<file path="config.mk">
export PLATFORM = sky130hd
export DESIGN_NAME = ps2_host_tx
export DESIGN_NICKNAME = d
export VERILOG_FILES = /design/src/rtl/ps2_host_tx.sv
export SDC_FILE = /design/constraint.sdc
export NUM_CORES = 1
export LEC_CHECK = 0
export ABC_AREA = 1
export CORE_MARGIN = 2
export CORE_UTILIZATION = 32
export DETAILED_ROUTE_END_ITERATION = 8
export GPL_TIMING_DRIVEN = 0
export PLACE_DENSITY = 0.57
export RECOVER_POWER = 50
export SLEW_MARGIN = 30
export SYNTH_ARGS = -nofsm -noshare
export SYNTH_HDL_FRONTEND = slang
export SYNTH_SLANG_ARGS = --single-unit
</file>
<file path="constraint.sdc">
create_clock -name clk -period 2.9 [get_ports clk]
set_input_delay 0.435 -clock clk [delete_from_list [all_inputs] [get_ports clk]]
set_output_delay 0.435 -clock clk [all_outputs]
set_load 0.03 [all_outputs]
</file>
<file path="src/rtl/ps2_host_tx.sv">
// rtl/ps2_host_tx.sv - PS/2 host-to-device command byte transmitter
module ps2_host_tx #(
  parameter int unsigned CLK_FREQ_HZ = 100000000,
  parameter int unsigned INHIBIT_US  = 120,
  parameter int unsigned REQ_CYCLES  = 16,
  parameter int unsigned TIMEOUT_US  = 20000
) (
  input  logic       clk,
  input  logic       rstn,
  input  logic [7:0] tx_data,
  input  logic       tx_valid,
  output logic       tx_ready,
  output logic       busy,
  output logic       done,
  output logic       err,
  input  logic       ps2_clk_i,
  input  logic       ps2_data_i,
  output logic       ps2_clk_oe,
  output logic       ps2_data_oe
);

  // Microsecond figures converted to clk cycles in 64 bits to avoid overflow at high clk rates.
  localparam logic [63:0] INH_PROD = 64'(INHIBIT_US) * 64'(CLK_FREQ_HZ) / 64'd1000000;
  localparam logic [63:0] TO_PROD  = 64'(TIMEOUT_US) * 64'(CLK_FREQ_HZ) / 64'd1000000;
  localparam logic [31:0] INH_CYC  = INH_PROD[31:0];
  localparam logic [31:0] TO_CYC   = TO_PROD[31:0];
  localparam logic [31:0] REQ_CYC  = REQ_CYCLES;

  typedef enum logic [2:0] {
    S_IDLE,
    S_INHIBIT,
    S_REQ,
    S_SEND,
    S_ACK,
    S_WAIT_IDLE
  } state_t;

  logic [1:0]  clk_sync;
  logic [1:0]  data_sync;
  logic [1:0]  tick_cnt;
  logic [7:0]  clk_shf;
  logic [7:0]  data_shf;
  logic        clk_f;
  logic        data_f;
  logic        clk_f_d;
  logic        fall;

  state_t      state;
  logic [8:0]  shreg;
  logic [3:0]  bit_n;
  logic [31:0] phase_cnt;
  logic [31:0] to_cnt;

  assign fall = clk_f_d & ~clk_f;

  // Pad synchronizers and 8-sample glitch filters; filtered levels idle high.
  always_ff @(posedge clk or negedge rstn) begin
    if (!rstn) begin
      clk_sync  <= 2'b11;
      data_sync <= 2'b11;
      tick_cnt  <= 2'd0;
      clk_shf   <= 8'hFF;
      data_shf  <= 8'hFF;
      clk_f     <= 1'b1;
      data_f    <= 1'b1;
      clk_f_d   <= 1'b1;
    end else begin
      clk_sync  <= {clk_sync[0], ps2_clk_i};
      data_sync <= {data_sync[0], ps2_data_i};
      tick_cnt  <= tick_cnt + 2'd1;
      clk_f_d   <= clk_f;
      if (tick_cnt == 2'd3) begin
        clk_shf  <= {clk_shf[6:0], clk_sync[1]};
        data_shf <= {data_shf[6:0], data_sync[1]};
        if ({clk_shf[6:0], clk_sync[1]} == 8'hFF) begin
          clk_f <= 1'b1;
        end else if ({clk_shf[6:0], clk_sync[1]} == 8'h00) begin
          clk_f <= 1'b0;
        end
        if ({data_shf[6:0], data_sync[1]} == 8'hFF) begin
          data_f <= 1'b1;
        end else if ({data_shf[6:0], data_sync[1]} == 8'h00) begin
          data_f <= 1'b0;
        end
      end
    end
  end

  // Request-to-send sequencer: inhibit, start bit, bit shifting on device clock, ACK check, timeout.
  always_ff @(posedge clk or negedge rstn) begin
    if (!rstn) begin
      state       <= S_IDLE;
      shreg       <= 9'd0;
      bit_n       <= 4'd0;
      phase_cnt   <= 32'd0;
      to_cnt      <= 32'd0;
      tx_ready    <= 1'b1;
      busy        <= 1'b0;
      done        <= 1'b0;
      err         <= 1'b0;
      ps2_clk_oe  <= 1'b0;
      ps2_data_oe <= 1'b0;
    end else begin
      done <= 1'b0;
      err  <= 1'b0;
      if (state == S_IDLE) begin
        if (tx_valid && tx_ready) begin
          shreg       <= {~^tx_data, tx_data};
          state       <= S_INHIBIT;
          tx_ready    <= 1'b0;
          busy        <= 1'b1;
          ps2_clk_oe  <= 1'b1;
          ps2_data_oe <= 1'b0;
          phase_cnt   <= 32'd0;
          to_cnt      <= 32'd0;
          bit_n       <= 4'd0;
        end
      end else if (to_cnt == TO_CYC - 32'd1) begin
        // Timeout wins over any fall/done seen in the same cycle.
        err         <= 1'b1;
        state       <= S_IDLE;
        tx_ready    <= 1'b1;
        busy        <= 1'b0;
        ps2_clk_oe  <= 1'b0;
        ps2_data_oe <= 1'b0;
      end else begin
        to_cnt <= to_cnt + 32'd1;
        case (state)
          S_INHIBIT: begin
            if (phase_cnt == INH_CYC - 32'd1) begin
              phase_cnt   <= 32'd0;
              ps2_data_oe <= 1'b1;
              state       <= S_REQ;
            end else begin
              phase_cnt <= phase_cnt + 32'd1;
            end
          end
          S_REQ: begin
            if (phase_cnt == REQ_CYC - 32'd1) begin
              ps2_clk_oe <= 1'b0;
              bit_n      <= 4'd0;
              state      <= S_SEND;
            end else begin
              phase_cnt <= phase_cnt + 32'd1;
            end
          end
          S_SEND: begin
            if (fall) begin
              if (bit_n == 4'd9) begin
                ps2_data_oe <= 1'b0;
                state       <= S_ACK;
              end else begin
                ps2_data_oe <= ~shreg[bit_n];
                bit_n       <= bit_n + 4'd1;
              end
            end
          end
          S_ACK: begin
            if (fall) begin
              if (!data_f) begin
                state <= S_WAIT_IDLE;
              end else begin
                err      <= 1'b1;
                state    <= S_IDLE;
                tx_ready <= 1'b1;
                busy     <= 1'b0;
              end
            end
          end
          S_WAIT_IDLE: begin
            if (clk_f && data_f) begin
              done     <= 1'b1;
              state    <= S_IDLE;
              tx_ready <= 1'b1;
              busy     <= 1'b0;
            end
          end
          default: begin
            state       <= S_IDLE;
            tx_ready    <= 1'b1;
            busy        <= 1'b0;
            ps2_clk_oe  <= 1'b0;
            ps2_data_oe <= 1'b0;
          end
        endcase
      end
    end
  end

endmodule

</file>
**Word level (Yosys, flattened, before mapping)**

Cells that the tools add are included.

- Output and inout port bits: 6
- Bits of input ports: 13
- Bits in registers: 109
- Word-level logic and storage cells: 143

- Bitwise logic cells: 3
- Mux-type cells: 65
- Eq/ne operators: 28
- Add/subtract/negate cells: 4
- Order comparisons: 1
- Reduce and logical (&&, ||, !) cells: 23

Operator list:

| cell | count |
|---|---|
| $mux 32 | 7 |
| $add 32x1->32 const B | 2 |
| $pmux 32 s2 | 1 |
| $mux 1 | 34 |
| $eq 32x14->1 const B | 1 |
| $eq 32x21->1 const B | 1 |
| $eq 32x4->1 const B | 1 |
| $mux 3 | 10 |
| $ne 4x4->1 const B | 7 |
| $mux 4 | 6 |
| $eq 8x8->1 const B | 2 |
| $logic_not 8->1 | 2 |
| $pmux 3 s5 | 1 |
| $ne 3x3->1 const B | 4 |
| $ne 3x1->1 const B | 3 |
| $pmux 1 s3 | 3 |
| $pmux 4 s2 | 1 |
| $reduce_and 2->1 | 4 |
| $reduce_and 4->1 | 2 |
| $reduce_xnor 8->1 | 1 |
| $reduce_and 7->1 | 1 |
| $eq 3x2->1 const B | 2 |
| $eq 3x3->1 const B | 2 |
| $reduce_and 6->1 | 1 |
| 20 further kinds | 25 |

**Depth between registers and ports, before layout**

Gate-level depths: netlist of the first run.

- Depth in word-level cells: 8
- Gate-level depth with buffers: 13
- Gate-level depth less buffers: 13

**Worst setup path before layout of the first run**

OpenSTA, ideal clock, no wires.

- Path kind: reg-to-reg
- Start point: reg phase_cnt[0]
- End point: reg phase_cnt[14]
- Setup slack: 1.229 ns
- Required time: 2.781 ns
- Path buffers: 1
- Stages on the path, launching flop included: 11
- Setup time: 0.119 ns
- Clock period less this slack: 1.671 ns
- Arrival: 1.551 ns
- Cells stage by stage: dfrtp_1 > ha_1 > nand3_2 > nor2_1 > nand2_1 > nor2_4 > o22ai_4 > nand2_4 > inv_4 > buf_6 > o21ai_2

- Word-level cells in the longest chain between the ends: 5
- Elaborated cells between the ends (all ways): 10
- Classes of those cells: add/sub: 1; eq/ne: 3; mux: 5; reduce/logical: 1

RTL lines:

| item | line | source |
|---|---|---|
| from (decl) | 51 | `logic [31:0] phase_cnt;` |
| from (signal assigned) | 135 | `phase_cnt <= phase_cnt + 32'd1;` |
| from (signal assigned) | 144 | `phase_cnt <= phase_cnt + 32'd1;` |
| $add 32x1->32 / $eq 32x14->1 (equally long branches) | 135, 144, 130 |  |
| $mux 32 (on tied branches) | 139, 130 |  |
| $pmux 32 s2 | 128 | `case (state)` |
| $mux 32 | 118 | `end else if (to_cnt == TO_CYC - 32'd1) begin` |
| $mux 32 | 106 | `if (state == S_IDLE) begin` |

Parallel ways exist; a longest one is shown, timed or not. The select of a mux whose other input is x is not followed.
A chain may end at the register's enable or synchronous reset.

**Worst setup path after layout of the first run**

- Start point: reg phase_cnt[0]
- End point: reg state[1]

- Word-level cells in the longest chain between the ends: 3
- Elaborated cells between the ends (all ways): 5
- Classes of those cells: eq/ne: 4; reduce/logical: 1

RTL lines:

| item | line | source |
|---|---|---|
| $eq 32x14->1 / $eq 32x4->1 (equally long branches) | 130, 139 |  |
| $ne 4x4->1 (no source line) | n/a |  |
| $reduce_and 7->1 (no source line) * | n/a |  |
| to (signal assigned) | 133 | `state <= S_REQ;` |
| to (signal assigned) | 142 | `state <= S_SEND;` |
| to (signal assigned) | 151 | `state <= S_ACK;` |
| to (decl) | 48 | `state_t state;` |

Mark *: on every way between the ends. The rest lies on a longest branch, timed or not.

==> results of run 1 <==
[sequential cells by signal, summed over array words and instances (netlist names), 2 cells and up]
signal / flops
to_cnt: 32
tick_cnt: 2
state: 3
clk_sync: 2
shreg: 9
clk_shf: 7
data_shf: 7
data_sync: 2
phase_cnt: 32
bit_n: 4
[per-layer routing]
metal	vias up	share of wire (%)	GRT usage [%]
met2	100	47	25.7
li1	3120	-	-
met4	0	1.5	4.90
met3	19	3.1	2.41
met1	2836	49	22.4
met5	-	0	0
[metrics by stage]
| stage | power, mW | setup slack (ps) |
|---|---|---|
| floorplan | 1.61 | 1230 |
| global placement | 1.66 | -2990 |
| detailed placement | 1.67 | 643 |
| CTS | 2.96 | 764 |
| global route | 3.02 | 451 |
| finish | 2.90 | 766 |
[layout make-up]
type	count	area [sq um]	area share, %
Buffer	24	139	1.82
Clock buffer	9	225	2.95
Clock inverter	7	78.8	1.03
Inverter	105	397	5.20
Multi-Input combinational cell	709	3480	45.6
Sequential cell	109	2760	36.1
Tap cell	275	344	4.51
Timing Repair Buffer	20	211	2.77
[what timing repair did]
| item | in CTS | in global routing |
|---|---|---|
| resized for setup | 0 | 0 |
| hold buffers | 1 | 0 |
| setup endpoints to repair | 0 | 0 |
| buffers inserted | 0 | 0 |
| endpoints found under the hold margin | 25 | 0 |
[power groups by stage]
stage / Sequential [mW] / Combinational [mW] / Clock [mW]
floorplan: 1.58 / 0.0261 / 0
global placement: 1.58 / 0.0808 / 0
detailed placement: 1.58 / 0.0864 / 0
CTS: 1.55 / 0.0879 / 1.31
global route: 1.56 / 0.0950 / 1.37
finish: 1.55 / 0.0819 / 1.27
[how the worst max path moves through the flow]
stage                 start       endpoint  slack [ps]  cells after the start
5_1_grt                rstn     clk_shf[2]         450                      3
3_5_place_dp       tx_valid  phase_cnt[15]         640                      9
3_3_place_gp           rstn  phase_cnt[29]       -2990                      1
4_1_cts        phase_cnt[0]       state[0]         760                     11
2_1_floorplan  phase_cnt[0]  phase_cnt[14]        1230                     10
6_report       phase_cnt[0]       state[1]         770                     11
[cell families after synthesis]
kind of cell | after synthesis | synth area share (%)
AO/OA/AOI/OAI | 110 | 9.83
XOR/XNOR | 40 | 5.17
adder cells (fa/ha/maj) | 5 | 0.924
buffers and inverters | 129 | 7.91
flip-flops | 109 | 40.7
multiplexers | 1 | 0.148
AND/OR/NAND/NOR | 553 | 35.4
[cells in the mapped netlist (2+ instances only)]
library cell  instances
o21ai_2              10
o21ai_0              35
xnor2_1               9
nor2_1              145
nor2_4                4
buf_4                 6
clkbuf_1              7
buf_2                 9
inv_1                95
nor3_1               35
nand4_1              31
o211ai_1              4
buf_6                 2
nand2_2               7
nand2_4               4
inv_2                 9
nand3_2               2
nand3b_1              4
nor2_2                4
nand2_1             270
o21ai_1              11
dfrtp_1              87
ha_1                  5
o22ai_1              12
xor2_1               31
nand3_1              39
nor4_1                5
a21oi_1              26
o31a_1                4
dfstp_2              22
==> results.ini, run 1 <==
[detailed_routing]
first_iter_violations=490
drt-pass1-iter-count=5
routed_wirelength_mm=17.1
routed-via-count=6075
routedWlPerCell_um=13.6
ant_nets=0
via_per_inst=4.83
remaining_drc_errors=0

[clock_tree]
cts_inserted_buffers=9
htreeDepth=3
cts.sinks=109
cts_root_buffer=clkbuf_16
clk_path_buf_depth=2
cts_tree=built
clk_latency_ps=370
cts.reportedPaths.clkPinSlew_ps=80

[pwr]
sw_frac_of_total_pct=24.6
p_clk_share_pct=43.7
internal_power_mw=2.19
pwr_density_cell_mw_per_mm2=380
combPwrFrac_pct=2.8
vdd.ir_drop.worst_mv=0.260
seq_power_share_pct=53.5
leakage_nw=3.36
power_switching_mw=0.714

[worst_setup_path]
reg2reg_depth=11
crit_chain=ha_1 -> nand3_2 -> nor2_1 -> nand2_1 -> nor2_2 -> nor2_1 -> nand2_1 -> nand2_2 -> nor2_4 -> nand3_1 -> nand2_1
r2r-start=phase_cnt[0]
end_kind=flip-flop
crit_slowest_cell=dfrtp_1
reg2reg_to=state[1]
crit_fanout=10
crit_type=reg -> reg
critPathMaxStageDelay_ps=470
crit_buf_inv=0
cpMostUsedCell=nand2_1
reg2reg_slack_ps=770
cp_top_family=simple AND/OR/NAND/NOR gates
cp.required_ps=3200
cp-start-kind=flip-flop
cp.arrival_ps=2430

[cells_and_area]
layout-drive-gt1-share_pct=10.2
final_common_cell=nand2_1
final_area_sq_mm=0.00763
num_antenna_cells=0
nets=996
fillers=2205
final_cell_mix=270 x nand2_1, 145 x nor2_1, 95 x inv_1, 87 x dfrtp_1, 39 x nand3_1
area.growth.synth_to_final_pct=12.7
fin_cells=1258
final_core_util_pct=36.5

[global_routing]
grt_overflow=0
grt_max_degree=85
grt_pass1_vias=5621
grt_pass1_wl_mm=28.5
grtUsageTotal_pct=16.0
grt_antenna_before_repair=0

[timing]
final.min_clock_period_ps=2130
fmax_ghz=0.469
drv_slew=26
finalSetupTns_ps=0
timing.hold.ws_ps=359
worst_pin_slew_ps=1520
setup_viol=0
skew_ps=15.1
period_share_pct=73.6
grt_setup_unrepaired=false
slew_headroom_pct=-1.36
finalHoldViolCount=0

[yosys]
yosysWarnings=0
synth.distinct_cells=43
syn_nets=965
synth-seq-cells=109
synth_top_area_cell=dfrtp_1
synth_top_area_share_pct=32.1
syn-instance-count=947
ys.flop_type=dfrtp_1
synth_edf_count=0
ys_seq_area_share_pct=40.7
syn_area_sq_mm=0.00677
async_reset_ff_share_pct=100
synthTopCellsByArea=dfrtp_1 32%, nand2_1 15%, dfstp_2 8.5%, nor2_1 8.0%, inv_1 5.3%
avgSynthCellArea_sq_um=7.15

[outcome]
status=finished, violations left
violations=capacitance limit, slew limit

[place]
portBuffers=18
gp_congestion=0.896
dp_hpwl_mm=12.7
placed_area_sq_mm=0.00733
dp_cells=1241

[die]
die_x_um=149
fp.dieH_um=149
floorplan.initialDensity_pct=32.4
io_pins=19
core.rowCount=53
die-area_sq_mm=0.0223
fp.coreArea_sq_mm=0.0209

[min_path]
hp-start=clk_sync[0]
hold_class=reg -> reg
worst_hold_path.endpoint=clk_sync[1]
worstHoldPathCells=0

[run]
cap_violations=1

No activity file was read; power rests on OpenSTA's default activity.
==> run 2: changes to the inputs <==
clock period = 2.18 ns   (was 2.9 ns; I/O delays follow)
==> run 2 against run 1 <==
The flow now finishes without violations. Wire length about the same. Count of clock-buffer cells in the layout unchanged. Worst setup slack worse by 580 ps. Largest cell class unchanged. Largest power group unchanged.
==> results.ini, run 2 (synthesis results as in run 1) <==
[outcome]
status=finished clean

[cells_and_area]
largestRegisters=phase_cnt x32, to_cnt x32, shreg x9
seq_area_sq_mm=0.00276
final_core_util_pct=36.7
layout-drive-gt1-share_pct=10.6
nets=996
area.growth.synth_to_final_pct=13.0
num_antenna_cells=0
final_common_cell=nand2_1
multiInputGateArea_sq_mm=0.00349
final_cell_mix=270 x nand2_1, 144 x nor2_1, 95 x inv_1, 86 x dfrtp_1, 39 x nand3_1
final_area_sq_mm=0.00766
fin_cells=1258
fillers=2209

[detailed_routing]
drt-pass1-iter-count=5
remaining_drc_errors=0
first_iter_violations=437
via_per_inst=4.83
routed_wirelength_mm=17.1
ant_nets=0
routedWlPerCell_um=13.6
routed-via-count=6082

[clock_tree]
cts_tree=built
cts.reportedPaths.clkPinSlew_ps=80
htreeDepth=3
cts_root_buffer=clkbuf_16
post_cts_buffers=0
cts.sinks=109
cts_inserted_buffers=9
clk_latency_ps=370
clk_path_buf_depth=2

[pwr]
seq_power_share_pct=53.4
vdd.ir_drop.worst_mv=0.345
power_switching_mw=0.954
internal_power_mw=2.92
p_clk_share_pct=43.7
pwr_density_cell_mw_per_mm2=505
combPwrFrac_pct=2.9
leakage_nw=3.37
sw_frac_of_total_pct=24.6
fin_total_pwr_mw=3.87

[timing]
grt_setup_unrepaired=false
slew_headroom_pct=57.5
final.min_clock_period_ps=2000
finalHoldViolCount=0
period_share_pct=91.6
skew_ps=16.4
worst_pin_slew_ps=637
fmax_ghz=0.501
setup_viol=0
drv_slew=0
fin_ws_ps=183
timing.hold.ws_ps=359
finalSetupTns_ps=0

[place]
post-place-ws_ps=30.6
gp_congestion=0.896
portBuffers=18
placed_area_sq_mm=0.00733
dp_cells=1241
dp_hpwl_mm=12.7

[global_routing]
grtUsageTotal_pct=16.0
grt_antenna_before_repair=0
grt_overflow=0
grt_pass1_vias=5621
grt_pass1_wl_mm=28.5
grt_max_degree=85

[worst_setup_path]
crit_type=reg -> reg
reg2reg_depth=10
crit_start=to_cnt[0]
cp-start-kind=flip-flop
cp.required_ps=2430
crit_fanout=4
cp.arrival_ps=2250
r2r-start=to_cnt[0]
end_kind=flip-flop

[die]
fp.coreArea_sq_mm=0.0209
fp.dieH_um=149
die_x_um=149
core.rowCount=53
io_pins=19
floorplan.initialDensity_pct=32.4
die-area_sq_mm=0.0223

[min_path]
hold_class=reg -> reg
hp-start=clk_sync[0]
worstHoldPathCells=0

[run]
cap_violations=0

==> run 2: cell types whose count changed in the layout (fill, tap and decap cells not counted), sizes merged <==
cell	previous run	this run
clkbuf	17	16
buf	18	19
==> run 2: layout make-up <==
class / count / share of cell area, %
inverter: 105 / 5.18
sequential: 109 / 36.0
buffer: 24 / 1.81
multi-input combinational: 709 / 45.6
tap: 275 / 4.49
clock inverter: 7 / 1.03
timing repair buffer: 20 / 2.91
clock buffer: 9 / 2.94
==> run 2: worst paths after layout <==
kind                                to  slack (ps)
setup reg to reg            to_cnt[28]         180
max in group asynchronous   clk_shf[2]        1090
setup / recovery            to_cnt[28]         180
hold / removal             clk_sync[1]         360
min in group asynchronous     shreg[0]         390
hold reg to reg            clk_sync[1]         360
==> run 2: worst max-delay path: stages, from the launching register on <==
cell,delay [ps]
dfrtp_1,400
ha_1,200
nand2_2,90
nor2_2,160
nand2_1,130
nor2_2,230
inv_1,60
nor2_1,80
nand3_1,200
nor4_1,260
nor2_1,80
==> run 2: power by group through the flow <==
stage	sequential, mW	combinational, mW	clock (mW)
2_1_floorplan	2.10	0.0348	0
3_3_place_gp	2.10	0.108	0
3_5_place_dp	2.10	0.115	0
4_1_cts	2.07	0.117	1.75
5_1_grt	2.07	0.129	1.82
6_report	2.07	0.111	1.69
==> run 2: per-layer routing <==
metal | routed length [um] | global-route usage, % | share of wire [%]
met1 | 8320 | 22.4 | 49
met2 | 7850 | 25.7 | 46
met3 | 636 | 2.41 | 3.7
met4 | 282 | 4.90 | 1.7
met5 | 0 | 0 | 0
==> run 2: repair_timing <==
item | 4_1_cts | 5_1_grt
gates resized for setup | 0 | 4
hold buffers | 1 | 0
setup endpoints to repair | 0 | 33
endpoints found under the hold margin | 25 | 0
